File: config.mk
export PLATFORM = sky130hd
export DESIGN_NAME = min_max_dist_engine_flat
export DESIGN_NICKNAME = d
export VERILOG_FILES = /design/src/rtl/min_max_dist_if.sv /design/src/rtl/min_max_dist_engine.sv /design/src/flat_wrapper.sv
export SDC_FILE = /design/constraint.sdc
export NUM_CORES = 1
export LEC_CHECK = 0
export BUFFER_PORTS_ARGS = -buffer_cell sky130_fd_sc_hd__buf_2
export CORE_ASPECT_RATIO = 0.8
export CORE_MARGIN = 2
export CORE_UTILIZATION = 55
export DETAILED_ROUTE_END_ITERATION = 6
export PLACE_DENSITY = 0.74
export SYNTH_ARGS = -nofsm -noshare
export SYNTH_HDL_FRONTEND = slang
export SYNTH_SLANG_ARGS = --single-unit
File: constraint.sdc
create_clock -name clk -period 14.55 [get_ports clk]
set_input_delay 2.1825 -clock clk [delete_from_list [all_inputs] [get_ports clk]]
set_output_delay 2.1825 -clock clk [all_outputs]
set_load 0.02 [all_outputs]
File: src/rtl/min_max_dist_if.sv
// Memory/handshake bundle for min_max_dist_engine: start/done acknowledge plus a
// single-port byte memory (asynchronous read, write on clk edge).
interface min_max_dist_if;
  logic       start;
  logic       done;
  logic [7:0] mem_addr;
  logic [7:0] mem_rdata;
  logic [7:0] mem_wdata;
  logic       mem_we;

  modport master (
    input  start,
    input  mem_rdata,
    output done,
    output mem_addr,
    output mem_wdata,
    output mem_we
  );

  modport slave (
    output start,
    output mem_rdata,
    input  done,
    input  mem_addr,
    input  mem_wdata,
    input  mem_we
  );
endinterface

File: src/rtl/min_max_dist_engine.sv
// Loads 32 signed 16-bit values from bytes 0..63, finds min/max |v[j]-v[k]| over all pairs,
// writes results to bytes 66..69. Optional macro PAIR_INDEX_EN adds winning pair indices at 70..73.
module min_max_dist_engine (
  input  logic           clk,
  input  logic           rst_n,
  min_max_dist_if.master bus
);

  localparam int DATA_W = 16;
  localparam int IDX_W  = 5;
`ifdef PAIR_INDEX_EN
  localparam logic [2:0] WR_LAST = 3'd7;
`else
  localparam logic [2:0] WR_LAST = 3'd3;
`endif

  typedef enum logic [2:0] {S_IDLE, S_LOAD, S_SCAN, S_WRITE, S_DONE} state_t;

  state_t                   state;
  state_t                   next_state;
  logic                     armed;
  logic                     done_r;
  logic [5:0]               ld_cnt;
  logic [IDX_W-1:0]         j_idx;
  logic [IDX_W-1:0]         k_idx;
  logic [2:0]               wr_cnt;
  logic [DATA_W-1:0]        min_dist;
  logic [DATA_W-1:0]        max_dist;
  logic [7:0]               hi_byte;
  logic signed [DATA_W-1:0] vals [32];
  logic signed [DATA_W:0]   diff_p0;
  logic [DATA_W-1:0]        dist_p0;
  logic [7:0]               wr_byte;
  logic                     load_last;
  logic                     scan_last;
  logic                     wr_last;
`ifdef PAIR_INDEX_EN
  logic [IDX_W-1:0]         min_j;
  logic [IDX_W-1:0]         min_k;
  logic [IDX_W-1:0]         max_j;
  logic [IDX_W-1:0]         max_k;
`endif

  // Magnitude of the 17-bit difference; the largest possible value (65535) still fits in 16 bits.
  function automatic logic [DATA_W-1:0] abs_trunc(input logic signed [DATA_W:0] d);
    logic signed [DATA_W:0] mag;
    mag = d[DATA_W] ? -d : d;
    return mag[DATA_W-1:0];
  endfunction

  assign load_last = (ld_cnt == 6'd63);
  assign scan_last = (j_idx == 5'd30) && (k_idx == 5'd31);
  assign wr_last   = (wr_cnt == WR_LAST);

  // Stage p0: distance of the current (j, k) pair, consumed on the same edge
  always_comb begin
    diff_p0 = $signed({vals[j_idx][DATA_W-1], vals[j_idx]})
            - $signed({vals[k_idx][DATA_W-1], vals[k_idx]});
    dist_p0 = abs_trunc(diff_p0);
  end

  always_ff @(posedge clk or negedge rst_n) begin
    if (!rst_n) state <= S_IDLE;
    else        state <= next_state;
  end

  always_comb begin
    next_state = state;
    if (bus.start) begin
      next_state = S_IDLE;
    end else begin
      case (state)
        S_IDLE:  if (armed)     next_state = S_LOAD;
        S_LOAD:  if (load_last) next_state = S_SCAN;
        S_SCAN:  if (scan_last) next_state = S_WRITE;
        S_WRITE: if (wr_last)   next_state = S_DONE;
        S_DONE:                 next_state = S_DONE;
        default:                next_state = S_IDLE;
      endcase
    end
  end

  always_comb begin
    wr_byte = 8'h00;
    case (wr_cnt)
      3'd0:    wr_byte = min_dist[15:8];
      3'd1:    wr_byte = min_dist[7:0];
      3'd2:    wr_byte = max_dist[15:8];
      3'd3:    wr_byte = max_dist[7:0];
`ifdef PAIR_INDEX_EN
      3'd4:    wr_byte = {3'b000, min_k};
      3'd5:    wr_byte = {3'b000, min_j};
      3'd6:    wr_byte = {3'b000, max_k};
      3'd7:    wr_byte = {3'b000, max_j};
`endif
      default: wr_byte = 8'h00;
    endcase
  end

  // A start sampled high kills the write combinationally so an abort never lands a byte.
  always_comb begin
    bus.mem_addr  = 8'h00;
    bus.mem_wdata = 8'h00;
    bus.mem_we    = 1'b0;
    bus.done      = done_r;
    case (state)
      S_LOAD:  bus.mem_addr = {2'b00, ld_cnt};
      S_WRITE: begin
        bus.mem_addr  = 8'd66 + {5'd0, wr_cnt};
        bus.mem_wdata = wr_byte;
        bus.mem_we    = !bus.start;
      end
      default: ;
    endcase
  end

  always_ff @(posedge clk or negedge rst_n) begin
    if (!rst_n) begin
      armed    <= 1'b0;
      done_r   <= 1'b0;
      ld_cnt   <= '0;
      j_idx    <= '0;
      k_idx    <= '0;
      wr_cnt   <= '0;
      min_dist <= 16'hFFFF;
      max_dist <= 16'h0000;
`ifdef PAIR_INDEX_EN
      min_j    <= '0;
      min_k    <= '0;
      max_j    <= '0;
      max_k    <= '0;
`endif
    end else begin
      if (bus.start)                                armed <= 1'b1;
      else if (state == S_IDLE && armed)            armed <= 1'b0;
      done_r <= (state == S_DONE) && !bus.start;
      case (state)
        S_IDLE: begin
          ld_cnt   <= '0;
          j_idx    <= '0;
          k_idx    <= 5'd1;
          wr_cnt   <= '0;
          min_dist <= 16'hFFFF;
          max_dist <= 16'h0000;
`ifdef PAIR_INDEX_EN
          min_j    <= '0;
          min_k    <= '0;
          max_j    <= '0;
          max_k    <= '0;
`endif
        end
        S_LOAD: ld_cnt <= ld_cnt + 6'd1;
        S_SCAN: begin
          // Strict compares keep the earliest pair on ties
          if (dist_p0 < min_dist) begin
            min_dist <= dist_p0;
`ifdef PAIR_INDEX_EN
            min_j    <= j_idx;
            min_k    <= k_idx;
`endif
          end
          if (dist_p0 > max_dist) begin
            max_dist <= dist_p0;
`ifdef PAIR_INDEX_EN
            max_j    <= j_idx;
            max_k    <= k_idx;
`endif
          end
          if (k_idx == 5'd31) begin
            j_idx <= j_idx + 5'd1;
            k_idx <= j_idx + 5'd2;
          end else begin
            k_idx <= k_idx + 5'd1;
          end
        end
        S_WRITE: wr_cnt <= wr_cnt + 3'd1;
        default: ;
      endcase
    end
  end

  // Stage p0 capture: even bytes are the high half, odd bytes complete a value
  always_ff @(posedge clk) begin
    if (state == S_LOAD) begin
      if (!ld_cnt[0]) hi_byte <= bus.mem_rdata;
      else            vals[ld_cnt[5:1]] <= {hi_byte, bus.mem_rdata};
    end
  end

endmodule

File: src/flat_wrapper.sv
// flat-port wrapper written by rule: the top's interface ports become plain ports
module min_max_dist_engine_flat 
  (clk, rst_n, bus_start, bus_mem_rdata, bus_done, bus_mem_addr, bus_mem_wdata, bus_mem_we);
  min_max_dist_if bus_i ();
  input  logic clk;
  input  logic rst_n;
  input wire logic [$bits(bus_i.start)-1:0] bus_start;
  input wire logic [$bits(bus_i.mem_rdata)-1:0] bus_mem_rdata;
  output wire logic [$bits(bus_i.done)-1:0] bus_done;
  output wire logic [$bits(bus_i.mem_addr)-1:0] bus_mem_addr;
  output wire logic [$bits(bus_i.mem_wdata)-1:0] bus_mem_wdata;
  output wire logic [$bits(bus_i.mem_we)-1:0] bus_mem_we;
  assign bus_i.start = bus_start;
  assign bus_i.mem_rdata = bus_mem_rdata;
  assign bus_done = bus_i.done;
  assign bus_mem_addr = bus_i.mem_addr;
  assign bus_mem_wdata = bus_i.mem_wdata;
  assign bus_mem_we = bus_i.mem_we;
  min_max_dist_engine u_core (.clk(clk), .rst_n(rst_n), .bus(bus_i));
endmodule
==> run summary, run 1 <==
Leakage: 11.07 nW
GP Congestion: 0.9595
Vias in the first global route: 18,470
Most common cell after layout, fill and taps aside: edfxtp_1
Final Hold Fails: 0
Clock skew: 0.02552 ns
# resized after CTS: 0
Synth Area in Simple Gates: 4.455%
Main combinational cell family by area after synthesis: multiplexers
Mux cell area share after synthesis: 21.32%
Cell count after synthesis: 1,917
Slew margin rel.: 12.94%
CP arrival: 10.12 ns
Initial antenna violation count: 1
Die Span X: 260.0 um
Die ar.: 54,300 sq um
Final setup fails: 0
Fin crit period: 9.558 ns
Initial Util: 55.38%
Synth async-reset ratio: 9.722%
Via density: 7.014
Min-Delay Path Depth: 1
Root Buffer: clkbuf_16
Worst slew pin tran: 1.301 ns
Setup slack, reg-to-reg: 4.99 ns
First-pass GRT wire length: 119.0 mm
H-tree Lvls: 2
Port-buffer cells: 27
DRC violations left: 0
Met2 GRT Util: 44.33%
Total number of vias: 18,620
Critical Path Start Type: register
Largest net degree at the start of global routing: 128
Fmax achieved: 104.6 MHz
Required time of the critical path: 15.12 ns
Most used routing layer: met2
Hold_sp: u_core.armed
Die height: 208.8 um
Nets: 1,990
Post CTS Setup Buffer Count: 0
Site row count: 75
Max-cap viol count: 0
Net Count, Synth: 1,989
Status: finished clean
Ys Warns: 0
Core area: 52,080 sq um
Final Total Pwr: 3.445 mW
Clk slew on worst S/H paths: 0.06 ns
Final critical-path share of the clock period: 65.69%
Seq/Total Area, Yosys: 59.07%
Grt ovf: 0
Bufs on Longest Clock Path: 3
Total wire length: 80.74 mm
VDD IR-drop max: 0.1152 mV
Total track usage: 29.97%
TritonCTS clock tree: done
Crit end category: register
Post-synthesis compound-gate area fraction: 9.296%
Initial drt markers: 2,585
Clk sinks: 576
TritonRoute pass-1 iters: 6
Critical path peak fanout: 102
Mean post-synth cell area: 15.05 sq um
Fin Setup TNS: 0 ns
Post-synth EDFFs: 520
WL/cell: 30.41 um
Met1 usage: 43.63%
Core Util, Final: 60.73%
Ratio of cells with drive above 1 in the final layout: 20.55%
Antenna viol nets, final: 0
Fraction of the mapped netlist area in adder cells: 2.672%
XOR/XNOR Fraction of Synth Area: 0.7288%
RSZ-0062 raised after global routing: no
Pins Over Slew Limit: 0
Yosys cell types: 71
Worst reg2reg path depth: 26
I/O pins: 29
RR Endpoint: u_core.min_dist[14]
Detailed placer's ending HPWL: 47.83 mm
Min-Delay Endpoint: u_core.armed
Most frequent cells in the layout: edfxtp_1, mux2i_1, mux4_2
Skew-Pair Late Insertion Delay: 0.64 ns
Area growth from synthesis to layout: 9.652%
TritonCTS buffer count: 55
Mapped Area: 28,840 sq um
Hold Path Class: reg -> reg
FF+latch count, synth: 576
Crit path kind: reg -> reg
Reg2reg start: u_core.j_idx[0]
Fillers: 3,821
GR met3 Demand/Resource: 6.744%
Power density over the cells: 108.9 nW/um^2
Hold buffer count at cts: 0
Synth Flop Type: edfxtp_1
[synthesized netlist by cell type, drive strengths merged (16+ instances only)]
master / number / area, sq um
buf: 35 / 143.9
o21ai: 54 / 270.3
ha: 60 / 750.7
nor2: 115 / 431.7
mux4: 166 / 3739
dfrtp: 40 / 1001
o22ai: 48 / 300.3
o221ai: 81 / 709.4
nand2: 84 / 315.3
a21oi: 81 / 405.4
clkbuf: 101 / 379.1
edfxtp: 520 / 15610
a211oi: 22 / 165.2
a21o: 17 / 127.6
inv: 48 / 180.2
dfstp: 16 / 420.4
mux2i: 225 / 2252
[per-layer routing]
metal	part of all wire, %	wire (um)
met3	12	9415
met1	39	31740
met4	3.7	2948
met5	0	0
met2	45	36640
[through the flow]
step	cells	instance area [sq um]	setup WS, ns	hold slack (ns)
2_1_floorplan	1917	28840	7.112	0.4499
3_3_place_gp	2554	29850	5.436	0.4622
3_5_place_dp	2554	29850	5.180	0.4719
4_1_cts	2654	31620	5.139	0.5084
5_1_grt	2655	31630	4.343	0.5083
6_report	2655	31630	4.992	0.5049
[worst max-delay path: stages, from the launching register on]
cell	delay [ns]
dfrtp_4	0.62
buf_4	0.75
buf_12	0.68
mux4_2	0.60
mux2i_1	0.15
nor2_1	0.06
a2111oi_0	0.43
nor2_1	0.08
ha_1	0.55
and3_1	0.26
a221oi_4	0.09
nor3_1	0.29
o211a_1	0.29
o21ai_0	0.13
a31oi_1	0.87
nor2_1	0.17
xor2_1	0.35
ha_1	0.33
a21o_1	0.17
a21o_1	0.18
a21o_1	0.18
a21o_1	0.17
a211o_1	0.28
a21oi_1	0.19
nand2_1	0.15
a21oi_1	0.98
o22a_1	0.25
[how the worst max path moves through the flow]
stage / start / endpoint / slack (ns) / cells past startpoint
finish: u_core.j_idx[0] / u_core.min_dist[14] / 4.99 / 26
detailed placement: u_core.j_idx[0] / u_core.min_dist[7] / 5.18 / 26
global placement: u_core.j_idx[0] / u_core.min_dist[12] / 5.44 / 26
global route: u_core.j_idx[0] / u_core.min_dist[7] / 4.34 / 26
floorplan: u_core.j_idx[0] / u_core.min_dist[1] / 7.11 / 29
CTS: u_core.j_idx[0] / u_core.min_dist[2] / 5.14 / 26
[layout make-up]
| cell class | instances | area (sq um) | share of cell area, % |
|---|---|---|---|
| sequential | 576 | 17050 | 53.92 |
| multi-input combinational | 1156 | 11190 | 35.37 |
| clock buffer | 61 | 1399 | 4.423 |
| tap | 693 | 867.1 | 2.742 |
| timing repair buffer | 80 | 558.0 | 1.764 |
| clock inverter | 39 | 375.4 | 1.187 |
| inverter | 49 | 183.9 | 0.5816 |
| antenna | 1 | 2.502 | 0.007912 |
[where the power goes]
part           internal, mW  total [mW]  switching, mW
logic                0.0572       0.173          0.116
registers              1.82        1.84         0.0208
clock network         0.799        1.43          0.633
total                  2.67        3.44          0.770
[registers in the layout (all words and copies together) (netlist names)]
register,count
u_core.state,3
u_core.k_idx,5
u_core.ld_cnt,6
u_core.min_dist,16
u_core.hi_byte,8
u_core.max_dist,16
u_core.bus.done,1
u_core.j_idx,5
u_core.armed,1
u_core.wr_cnt,3
u_core.vals,512
[kinds of logic after synthesis]
logic type / after synthesis
DFF: 576
muxes: 405
AOI/OAI and AO/OA: 383
and+or+nand+nor: 282
buffers and inverters: 185
adders and majority gates: 61
xor gates and xnor gates: 24
other: 1
Note: power is estimated with default switching activity, not from simulation.
==> inputs of run 2 (changes only) <==
- clock period: 14.55 -> 9.1 ns (I/O delays scaled with it)
==> run summary, run 2 (same netlist as run 1, synthesis figures left out) <==
Area growth from synthesis to layout: 10.97%
Placed cell count: 2,580 (+1.0%)
I/O pins: 29 (unchanged)
Slowest stage delay, CP: 0.86 ns (-0.12 ns)
Most used routing layer: met2
Initial antenna violation count: 0 (-1)
TritonCTS buffer count: 57 (+3.6%)
Max-cap viol count: 0 (unchanged)
GP Congestion: 0.9200 (-4.1%)
Pins Over Slew Limit: 0 (unchanged)
Total wire length: 81.49 mm (+0.93%)
Hold buffer count at cts: 0 (unchanged)
Final setup fails: 0 (unchanged)
Critical Path Start Type: register
Clk slew on worst S/H paths: 0.06 ns (about the same)
Skew-Pair Late Insertion Delay: 0.65 ns (about the same)
Slowest-stage cell, CP: dfrtp_4
Required time of the critical path: 9.63 ns (-5.49 ns)
Via density: 7.013 (about the same)
Total number of vias: 18,820 (+1.1%)
Most common cell after layout, fill and taps aside: edfxtp_1
Hold_sp: u_core.armed
Final Total Pwr: 5.652 mW (+64%)
GR met3 Demand/Resource: 6.708% (-0.036 points)
Nets: 2,018 (+1.4%)
Hold Path Class: reg -> reg
Largest net degree at the start of global routing: 57 (-55%)
Fin Setup TNS: 0 ns (unchanged)
Largest register FFs: 512 (unchanged)
Antenna viol nets, final: 0 (unchanged)
Die ar.: 54,300 sq um (unchanged)
Root Buffer: clkbuf_16
Site row count: 75 (unchanged)
Design Area, Final: 32,010 sq um (+1.2%)
Worst slew pin tran: 1.320 ns (+0.01911 ns)
Reg2reg start: u_core.j_idx[1]
First-pass GRT wire length: 120.7 mm (+1.4%)
Fmax achieved: 125.7 MHz (+20%)
TritonCTS clock tree: done
DRC violations left: 0 (unchanged)
Vias in the first global route: 18,710 (+1.3%)
Grt ovf: 0 (unchanged)
Setup WS pre-CTS: 1.301 ns (-3.879 ns)
Post CTS Setup Buffer Count: 0 (unchanged)
Core area: 52,080 sq um (unchanged)
Core Util, Final: 61.46% (+0.73 points)
TritonRoute pass-1 iters: 7 (+1)
Setup ws final: 1.143 ns (-3.849 ns)
Fin crit period: 7.957 ns (-1.601 ns)
N_diodes: 0 (-1)
Crit path kind: reg -> reg
Clock skew: 0.04796 ns (+0.02244 ns)
Port-buffer cells: 27 (unchanged)
Met1 usage: 43.43% (-0.20 points)
RSZ-0062 raised after global routing: no
CP delay by family, top: compound AO/OA/AOI/OAI gates
Final Hold Fails: 0 (unchanged)
Final non-filler cell total: 2,684 (+1.1%)
Total track usage: 30.39% (+0.42 points)
Detailed placer's ending HPWL: 51.15 mm (+7.0%)
Ratio of cells with drive above 1 in the final layout: 21.95% (+1.4 points)
Die height: 208.8 um (unchanged)
Initial drt markers: 2,562 (-0.89%)
Clk sinks: 576 (unchanged)
Initial Util: 55.38% (unchanged)
CP arrival: 8.49 ns (-1.63 ns)
# resized after CTS: 0 (unchanged)
Power density over the cells: 176.6 nW/um^2 (+62%)
Placement Cell Area: 30,110 sq um (+0.86%)
WL/cell: 30.36 um (-0.16%)
Status: finished clean
Hold WS: 0.4955 ns (-0.009464 ns)
Bufs on Longest Clock Path: 3 (unchanged)
Critical path peak fanout: 42 (-59%)
Leakage: 11.29 nW (+2.0%)
Crit end category: register
Die Span X: 260.0 um (unchanged)
VDD IR-drop max: 0.1742 mV (+51%)
Crit path top cell by count: a21o_1
Most frequent cells in the layout: edfxtp_1, mux2i_1, mux4_2
Critical path origin: u_core.j_idx[1]
Slew margin rel.: 11.66% (-1.3 points)
Final critical-path share of the clock period: 87.44% (+22 points)
Met2 GRT Util: 45.68% (+1.3 points)
Worst Path Buf+Inv: 4 (+2)
H-tree Lvls: 2 (unchanged)
==> run 2: cell count changes in the layout (fill, tap and decap cells not counted), sizes merged <==
| cell | previous run | this run |
|---|---|---|
| bufinv | 6 | 8 |
| clkinv | 32 | 31 |
| diode | 1 | 0 |
| clkinvlp | 1 | 0 |
| buf | 80 | 106 |
| clkbuf | 61 | 65 |
==> run 2: final timing paths <==
| path | to | slack, ns | depth (start not counted) |
|---|---|---|---|
| worst max-delay path | u_core.min_dist[8] | 1.14 | 26 |
| worst min-delay path | u_core.armed | 0.50 | 1 |
| worst max register to register | u_core.min_dist[8] | 1.14 | 26 |
| worst min register to register | u_core.armed | 0.50 | 1 |
| max in group asynchronous | u_core.j_idx[1] | 7.56 | 2 |
| min in group asynchronous | u_core.k_idx[2] | 0.93 | 2 |
==> run 2: layer usage <==
metal  routed length [um]  vias up
li1                     -     7847
met1                31610     9544
met2                37420     1232
met3                 9371      200
met4                 3094        0
met5                    0        -
==> run 2: area by class of cell <==
| class | instances | area (sq um) |
|---|---|---|
| repair buffers | 106 | 815.8 |
| inverters | 49 | 183.9 |
| well taps | 693 | 867.1 |
| multi-input cells | 1156 | 11190 |
| fillers | 3807 | 20070 |
| flip-flops and latches | 576 | 17050 |
| clock buffers | 65 | 1478 |
| clock inverters | 39 | 421.7 |
==> run 2: where the power goes <==
part / total, mW / leakage, nW / switching, mW / internal, mW
combinational: 0.277 / 4.97 / 0.181 / 0.0962
clock: 2.43 / 0.938 / 1.04 / 1.39
sequential: 2.94 / 5.38 / 0.0335 / 2.91
==> run 2: worst reg2reg max path, delay by kind of cell, from the launching register on <==
| kind | cells | cell delay (ns) |
|---|---|---|
| compound gates | 13 | 3.02 |
| fa+ha+maj | 2 | 0.79 |
| flops | 1 | 0.86 |
| xor+xnor | 1 | 0.43 |
| simple gates | 6 | 1.86 |
| buf+inv | 4 | 0.91 |
